**config.mk**
```make
export PLATFORM = sky130hd
export DESIGN_NAME = projectile_tracker
export DESIGN_NICKNAME = d
export VERILOG_FILES = /design/src/rtl/game_pkg.sv /design/src/rtl/target_cmp.sv /design/src/rtl/projectile_tracker.sv
export SDC_FILE = /design/constraint.sdc
export NUM_CORES = 1
export LEC_CHECK = 0
export BUFFER_PORTS_ARGS = -buffer_cell sky130_fd_sc_hd__buf_2
export CORE_ASPECT_RATIO = 0.75
export CORE_MARGIN = 3
export CORE_UTILIZATION = 36
export DETAILED_ROUTE_END_ITERATION = 10
export PLACE_DENSITY_LB_ADDON = 0.15
export SYNTH_ARGS = -nofsm -noshare
export SYNTH_HDL_FRONTEND = slang
export SYNTH_SLANG_ARGS = --single-unit
```
**constraint.sdc**
```tcl
create_clock -name clk60MHz -period 3 [get_ports clk60MHz]
set_input_delay 0.6 -clock clk60MHz [delete_from_list [all_inputs] [get_ports clk60MHz]]
set_output_delay 0.6 -clock clk60MHz [all_outputs]
set_load 0.005 [all_outputs]
```
**src/rtl/game_pkg.sv**
```systemverilog
// Shared game definitions: tracker FSM states, screen geometry and
// 60 MHz cycle constants used by the trajectory generator, the tracker
// and the display overlay.
package game_pkg;

  // Coordinate and timer widths shared by the trajectory path.
  localparam int unsigned COORD_W = 12;
  localparam int unsigned TIMER_W = 28;
  localparam int unsigned SCORE_W = 8;

  // Screen geometry; the ground row coincides with the bottom of the screen.
  localparam int unsigned SCREEN_H = 768;
  localparam int unsigned GROUND_Y = 768;

  // Cycle counts at 60 MHz.
  localparam int unsigned CYC_PER_MS = 60_000;

  // Largest value the saturating score can hold.
  localparam logic [SCORE_W-1:0] SCORE_MAX = '1;

  // Lifecycle of one throw as seen by the tracker.
  typedef enum logic [1:0] {
    IDLE   = 2'd0,
    ARMING = 2'd1,
    FLIGHT = 2'd2,
    HOLD   = 2'd3
  } tracker_state_t;

  // Converts a duration in milliseconds to 60 MHz clock cycles.
  function automatic int unsigned ms_to_cyc(input int unsigned ms);
    return ms * CYC_PER_MS;
  endfunction

endpackage

```
**src/rtl/target_cmp.sv**
```systemverilog
// Combinational target-box test: the point is inside the target when x lies
// within [X_MIN, X_MAX] and y is at or below the box top (y >= Y_MIN).
// Shared with the display overlay so both agree on what counts as a hit.
module target_cmp #(
  parameter int unsigned X_MIN = 824,
  parameter int unsigned X_MAX = 904,
  parameter int unsigned Y_MIN = 640
) (
  input  logic [11:0] i_x,
  input  logic [11:0] i_y,
  output logic        o_in_target
);

  localparam logic [11:0] X_MIN_C = 12'(X_MIN);
  localparam logic [11:0] X_MAX_C = 12'(X_MAX);
  localparam logic [11:0] Y_MIN_C = 12'(Y_MIN);

  logic w_x_in_range;
  logic w_y_below_top;

  assign w_x_in_range  = (i_x >= X_MIN_C) && (i_x <= X_MAX_C);
  assign w_y_below_top = (i_y >= Y_MIN_C);
  assign o_in_target   = w_x_in_range && w_y_below_top;

endmodule

```
**src/rtl/projectile_tracker.sv**
```systemverilog
// Downstream stage of the vertical-trajectory generator. Buffers the raw
// projectile coordinates, classifies each throw as hit or miss, pulses
// end_throw to return the generator to its wait state, and keeps a
// saturating hit score.
module projectile_tracker #(
  parameter int unsigned GROUND_Y     = game_pkg::GROUND_Y,
  parameter int unsigned ARM_Y        = 700,
  parameter int unsigned TARGET_X_MIN = 824,
  parameter int unsigned TARGET_X_MAX = 904,
  parameter int unsigned TARGET_Y_MIN = 640,
  parameter int unsigned TIMEOUT_CYC  = 180_000_000,
  parameter int unsigned HOLD_CYC     = 15_000_000
) (
  input  logic        clk60MHz,
  input  logic        rst,
  input  logic        throw_start,
  input  logic [11:0] xpos_prebuff,
  input  logic [11:0] ypos_prebuff,
  input  logic        score_clr,
  output logic [11:0] xpos,
  output logic [11:0] ypos,
  output logic        end_throw,
  output logic        hit,
  output logic        miss,
  output logic [7:0]  score
);

  import game_pkg::*;

  localparam logic [11:0]        GROUND_Y_C    = 12'(GROUND_Y);
  localparam logic [11:0]        ARM_Y_C       = 12'(ARM_Y);
  localparam logic [TIMER_W-1:0] TIMEOUT_LIM_C = TIMER_W'(TIMEOUT_CYC - 1);
  localparam logic [TIMER_W-1:0] HOLD_LIM_C    = TIMER_W'(HOLD_CYC - 1);

  // State and datapath registers
  tracker_state_t     r_state;
  logic [11:0]        r_xpos;
  logic [11:0]        r_ypos;
  logic [TIMER_W-1:0] r_timer;
  logic               r_end_throw;
  logic               r_hit;
  logic               r_miss;
  logic [7:0]         r_score;

  // Combinational decisions
  tracker_state_t     w_state_next;
  logic               w_in_target;
  logic               w_armed;
  logic               w_grounded;
  logic               w_timeout;
  logic               w_hold_done;
  logic               w_finish_hit;
  logic               w_finish_miss;
  logic               w_finish;
  logic [TIMER_W-1:0] w_timer_next;
  logic               w_hit_next;
  logic               w_miss_next;
  logic [7:0]         w_score_next;

  // Target box test on the registered coordinates.
  target_cmp #(
    .X_MIN (TARGET_X_MIN),
    .X_MAX (TARGET_X_MAX),
    .Y_MIN (TARGET_Y_MIN)
  ) u_target_cmp (
    .i_x         (r_xpos),
    .i_y         (r_ypos),
    .o_in_target (w_in_target)
  );

  // Classification always looks at the buffered coordinates, never the raw
  // inputs, so the decision matches what the display shows.
  assign w_armed     = (r_ypos < ARM_Y_C);
  assign w_grounded  = (r_ypos >= GROUND_Y_C);
  assign w_timeout   = (r_timer >= TIMEOUT_LIM_C);
  assign w_hold_done = (r_timer >= HOLD_LIM_C);

  // Coordinate buffer: one cycle of latency in every state.
  always_ff @(posedge clk60MHz) begin
    // NOTE: sequential state always uses non-blocking assignments so every
    // register samples the pre-edge values of the others.
    if (rst) begin
      r_xpos <= '0;
      r_ypos <= GROUND_Y_C;
    end else begin
      r_xpos <= xpos_prebuff;
      r_ypos <= ypos_prebuff;
    end
  end

  // State register; reset aborts any throw in progress without a pulse.
  always_ff @(posedge clk60MHz) begin
    if (rst) begin
      r_state <= IDLE;
    end else begin
      r_state <= w_state_next;
    end
  end

  // Next-state logic. Arming wins over the timeout in ARMING; in FLIGHT the
  // target test wins over ground, which wins over timeout (all three finish).
  always_comb begin
    // NOTE: default assignment first so no path leaves the signal unassigned
    // and infers a latch.
    w_state_next = r_state;
    case (r_state)
      IDLE: begin
        if (throw_start) w_state_next = ARMING;
      end
      ARMING: begin
        if (w_armed)        w_state_next = FLIGHT;
        else if (w_timeout) w_state_next = HOLD;
      end
      FLIGHT: begin
        if (w_in_target || w_grounded || w_timeout) w_state_next = HOLD;
      end
      HOLD: begin
        if (w_hold_done) w_state_next = IDLE;
      end
      default: w_state_next = IDLE;
    endcase
  end

  // Output logic: finish classification, timer, hit/miss and score updates.
  always_comb begin
    w_finish_hit  = 1'b0;
    w_finish_miss = 1'b0;
    case (r_state)
      ARMING: begin
        w_finish_miss = !w_armed && w_timeout;
      end
      FLIGHT: begin
        w_finish_hit  = w_in_target;
        w_finish_miss = !w_in_target && (w_grounded || w_timeout);
      end
      default: begin
        w_finish_hit  = 1'b0;
        w_finish_miss = 1'b0;
      end
    endcase
    w_finish = w_finish_hit || w_finish_miss;

    // Timer keeps running from ARMING into FLIGHT so the timeout covers the
    // whole throw; it restarts at finish so HOLD measures from zero.
    w_timer_next = r_timer + TIMER_W'(1);
    if (r_state == IDLE || w_finish || (r_state == HOLD && w_hold_done)) begin
      w_timer_next = '0;
    end

    w_hit_next  = r_hit;
    w_miss_next = r_miss;
    if (w_finish) begin
      w_hit_next  = w_finish_hit;
      w_miss_next = w_finish_miss;
    end else if (r_state == HOLD && w_hold_done) begin
      w_hit_next  = 1'b0;
      w_miss_next = 1'b0;
    end

    // Clear has priority over a coincident hit increment.
    w_score_next = r_score;
    if (score_clr) begin
      w_score_next = '0;
    end else if (w_finish_hit && (r_score != SCORE_MAX)) begin
      w_score_next = r_score + 8'd1;
    end
  end

  // Registered outputs and timer; end_throw rises on the same edge as the
  // move into HOLD and lasts exactly one cycle.
  always_ff @(posedge clk60MHz) begin
    if (rst) begin
      r_timer     <= '0;
      r_end_throw <= 1'b0;
      r_hit       <= 1'b0;
      r_miss      <= 1'b0;
      r_score     <= '0;
    end else begin
      r_timer     <= w_timer_next;
      r_end_throw <= w_finish;
      r_hit       <= w_hit_next;
      r_miss      <= w_miss_next;
      r_score     <= w_score_next;
    end
  end

  assign xpos      = r_xpos;
  assign ypos      = r_ypos;
  assign end_throw = r_end_throw;
  assign hit       = r_hit;
  assign miss      = r_miss;
  assign score     = r_score;

endmodule

```
==> results.toml <==
[run_status]
run_status = "complete, no violations"

[pwr]
p_leak_nw = 1.32
pwr_density_cell_nw_per_um2 = 548
p_total_w = 0.00194
ir_drop_mv = 0.290

[route]
first_pass_iters = 4
num_vias = 2363
routed_wl_um = 6420
viasPerCell = 4.88
drc = 0
first_iter_violations = 142
ant_nets = 0
drt-wirelength-per-cell_um = 13.3

[finish]
fin_cells = 484
n_antenna_cell = 0
area_growth_pct = 19.3
final_cell_mix = "dfxtp_1, buf_2, nor2b_1"
final_nets = 408
drive_gt1_share_pct = 28.5
final_common_cell = "dfxtp_1"
num-fill-cells = 804

[timing]
maxSlewHeadroom_pct = 51.8
min_period_ns = 2.37
grt_setup_unrepaired = "no"
finalSetupViolCount = 0
fmax_mhz = 422
fin_skew_ns = 0.00794
finalMaxSlewViolations = 0
setup_tns_ns = 0
finalHoldViolations = 0
worst_pin_slew_ns = 0.723
min_period_over_period_pct = 79.0

[logic_synthesis]
synth_nets = 346
synth_warnings = 0
ys_ff_latch = 65
seq_area_frac_synth_pct = 43.8
synth_edf_count = 0
syn_inst = 312
synthFlopType = "dfxtp_1"
async_reset_ff_share_pct = 0
synthesis.area_um2 = 2970
synth_area_leaders = "dfxtp_1, nor3_2, nor2b_1, xnor2_1, xor2_1"
synth_cell_types = 52
syn_area_per_cell_um2 = 9.52
synthDominantCellAreaShare_pct = 43.8
yosys.area.top_type = "dfxtp_1"

[global_route]
antenna_found_initial = 0
grt_overflow_total = 0
grt_pass1_vias = 2245
grt_max_degree = 34
grt.total_usage_pct = 14.5
grt_pass1_wl_um = 10900

[floorplanning]
die_w_um = 111
die_height_um = 84.7
rows = 28
dieArea_um2 = 9380
pin_count = 63
core_um2 = 7950
start_util_pct = 37.3

[placed_design]
portBuffers = 62
gp_congestion = 0.786
dp_cells = 468
place.detailed.hpwl_um = 4510

[clocking]
cts_resized = 0
ctsLongestPathBuffers = 2
clock_latency_ns = 0.35
cts_buffers = 9
h-tree-depth = 3
cts_tree = "built"
ctsHoldBuffers = 0
cts_root_buffer = "clkbuf_8"
clock-sinks = 65
clk_pin_slew_ns = 0.07
cts_setup_buffers = 0

[setup_path]
max_stage_delay_ns = 0.53
crit_path_start_kind = "flop"
critical_path_class = "reg -> reg"
cp.required_ns = 3.22
arrival_ns = 2.59
critPathSlowestCell = "a32o_1"
end_kind = "flop"
path_cells = "nor4bb_1, o2111a_1, a211oi_1, o21ai_1, a32o_1, buf_12, nor3_1"
cp_max_fo = 20

[hold_path]
worstHoldPathType = "in -> reg"

[run]
max_cap_violations = 0
==> cell type report <==
| type | count | area [µm²] | area share [%] |
|---|---|---|---|
| multi-input cells | 227 | 1550 | 43.9 |
| clock buffers | 11 | 151 | 4.27 |
| inverters | 7 | 26.3 | 0.742 |
| clock inverters | 5 | 40.0 | 1.13 |
| repair buffers | 64 | 338 | 9.54 |
| well taps | 105 | 131 | 3.71 |
| flip-flops and latches | 65 | 1300 | 36.7 |
==> logic make-up after synthesis <==
kind of cell | after synthesis | share of synthesized area [%]
DFF | 65 | 43.8
and+or+nand+nor | 149 | 30.7
adders and majority gates | 6 | 2.53
muxes | 1 | 0.337
xor gates and xnor gates | 30 | 8.85
buffers and inverters | 20 | 3.83
AOI/OAI and AO/OA | 41 | 9.90
==> worst max-delay path, delay by kind of cell (launching register included) <==
kind,cells,cell delay [ns]
and+or+nand+nor,2,0.42
buffers and inverters,1,0.26
AOI/OAI and AO/OA,4,1.09
DFF,1,0.48
==> path summary, 6_finish.rpt <==
| kind | depth (start not counted) | from | end | slack, ns |
|---|---|---|---|---|
| worst max-delay path | 7 | r_timer[17]$_SDFF_PP0_ | r_timer[6]$_SDFF_PP0_ | 0.63 |
| worst min-delay path | 2 | ypos_prebuff[8] | ypos[8]$_SDFF_PP1_ | 0.44 |
| worst min register to register | 1 | r_timer[0]$_SDFF_PP0_ | r_timer[0]$_SDFF_PP0_ | 0.48 |
| worst max register to register | 7 | r_timer[17]$_SDFF_PP0_ | r_timer[6]$_SDFF_PP0_ | 0.63 |
==> cells in the mapped netlist (2+ instances only) <==
cell,number
a311oi_1,2
o2111ai_1,2
and3_1,4
inv_1,7
o22ai_1,2
buf_1,2
nand4_1,7
nand2b_1,3
and2_1,5
nand3_1,14
dfxtp_1,65
nor4_1,2
o211ai_1,2
ha_1,6
or3_1,6
and4_1,2
o21ai_0,8
nor2_1,22
xnor2_1,16
buf_2,3
clkbuf_1,5
nor3_1,16
or2_2,5
nor3_2,19
nand2_1,14
xor2_1,14
a211oi_1,6
nor2b_1,23
a21oi_1,7
==> layer usage <==
metal / GRT usage, % / vias to the layer above / routed length (µm)
met2: 19.5 / 51 / 2650
met1: 20.3 / 1075 / 3280
met4: 5.37 / 0 / 97
li1: - / 1227 / -
met5: 0 / - / 0
met3: 6.12 / 10 / 392
==> stage by stage <==
step	instance area [µm²]	utilization, %	hold slack, ns	setup slack (ns)
3_5_place_dp	3350	42.1	0.468	0.617
6_report	3540	44.5	0.435	0.631
2_1_floorplan	2970	-	0.436	0.918
3_3_place_gp	3350	42.1	0.462	0.644
4_1_cts	3540	44.5	0.409	0.598
5_1_grt	3540	44.5	0.407	0.409
==> where the power goes <==
part / leakage [nW] / total, W / internal (W) / switching (W)
combinational: 0.698 / 0.000311 / 0.000117 / 0.000194
clock: 0.0878 / 0.000698 / 0.000347 / 0.000350
sequential: 0.531 / 0.000933 / 0.000903 / 0.0000300
==> registers in the layout, summed over array words and instances (netlist names) <==
signal     cells
r_timer       28
end_throw      1
xpos          12
ypos          12
miss           1
score          8
r_state        2
hit            1
Power figures use the tool's default switching activity.
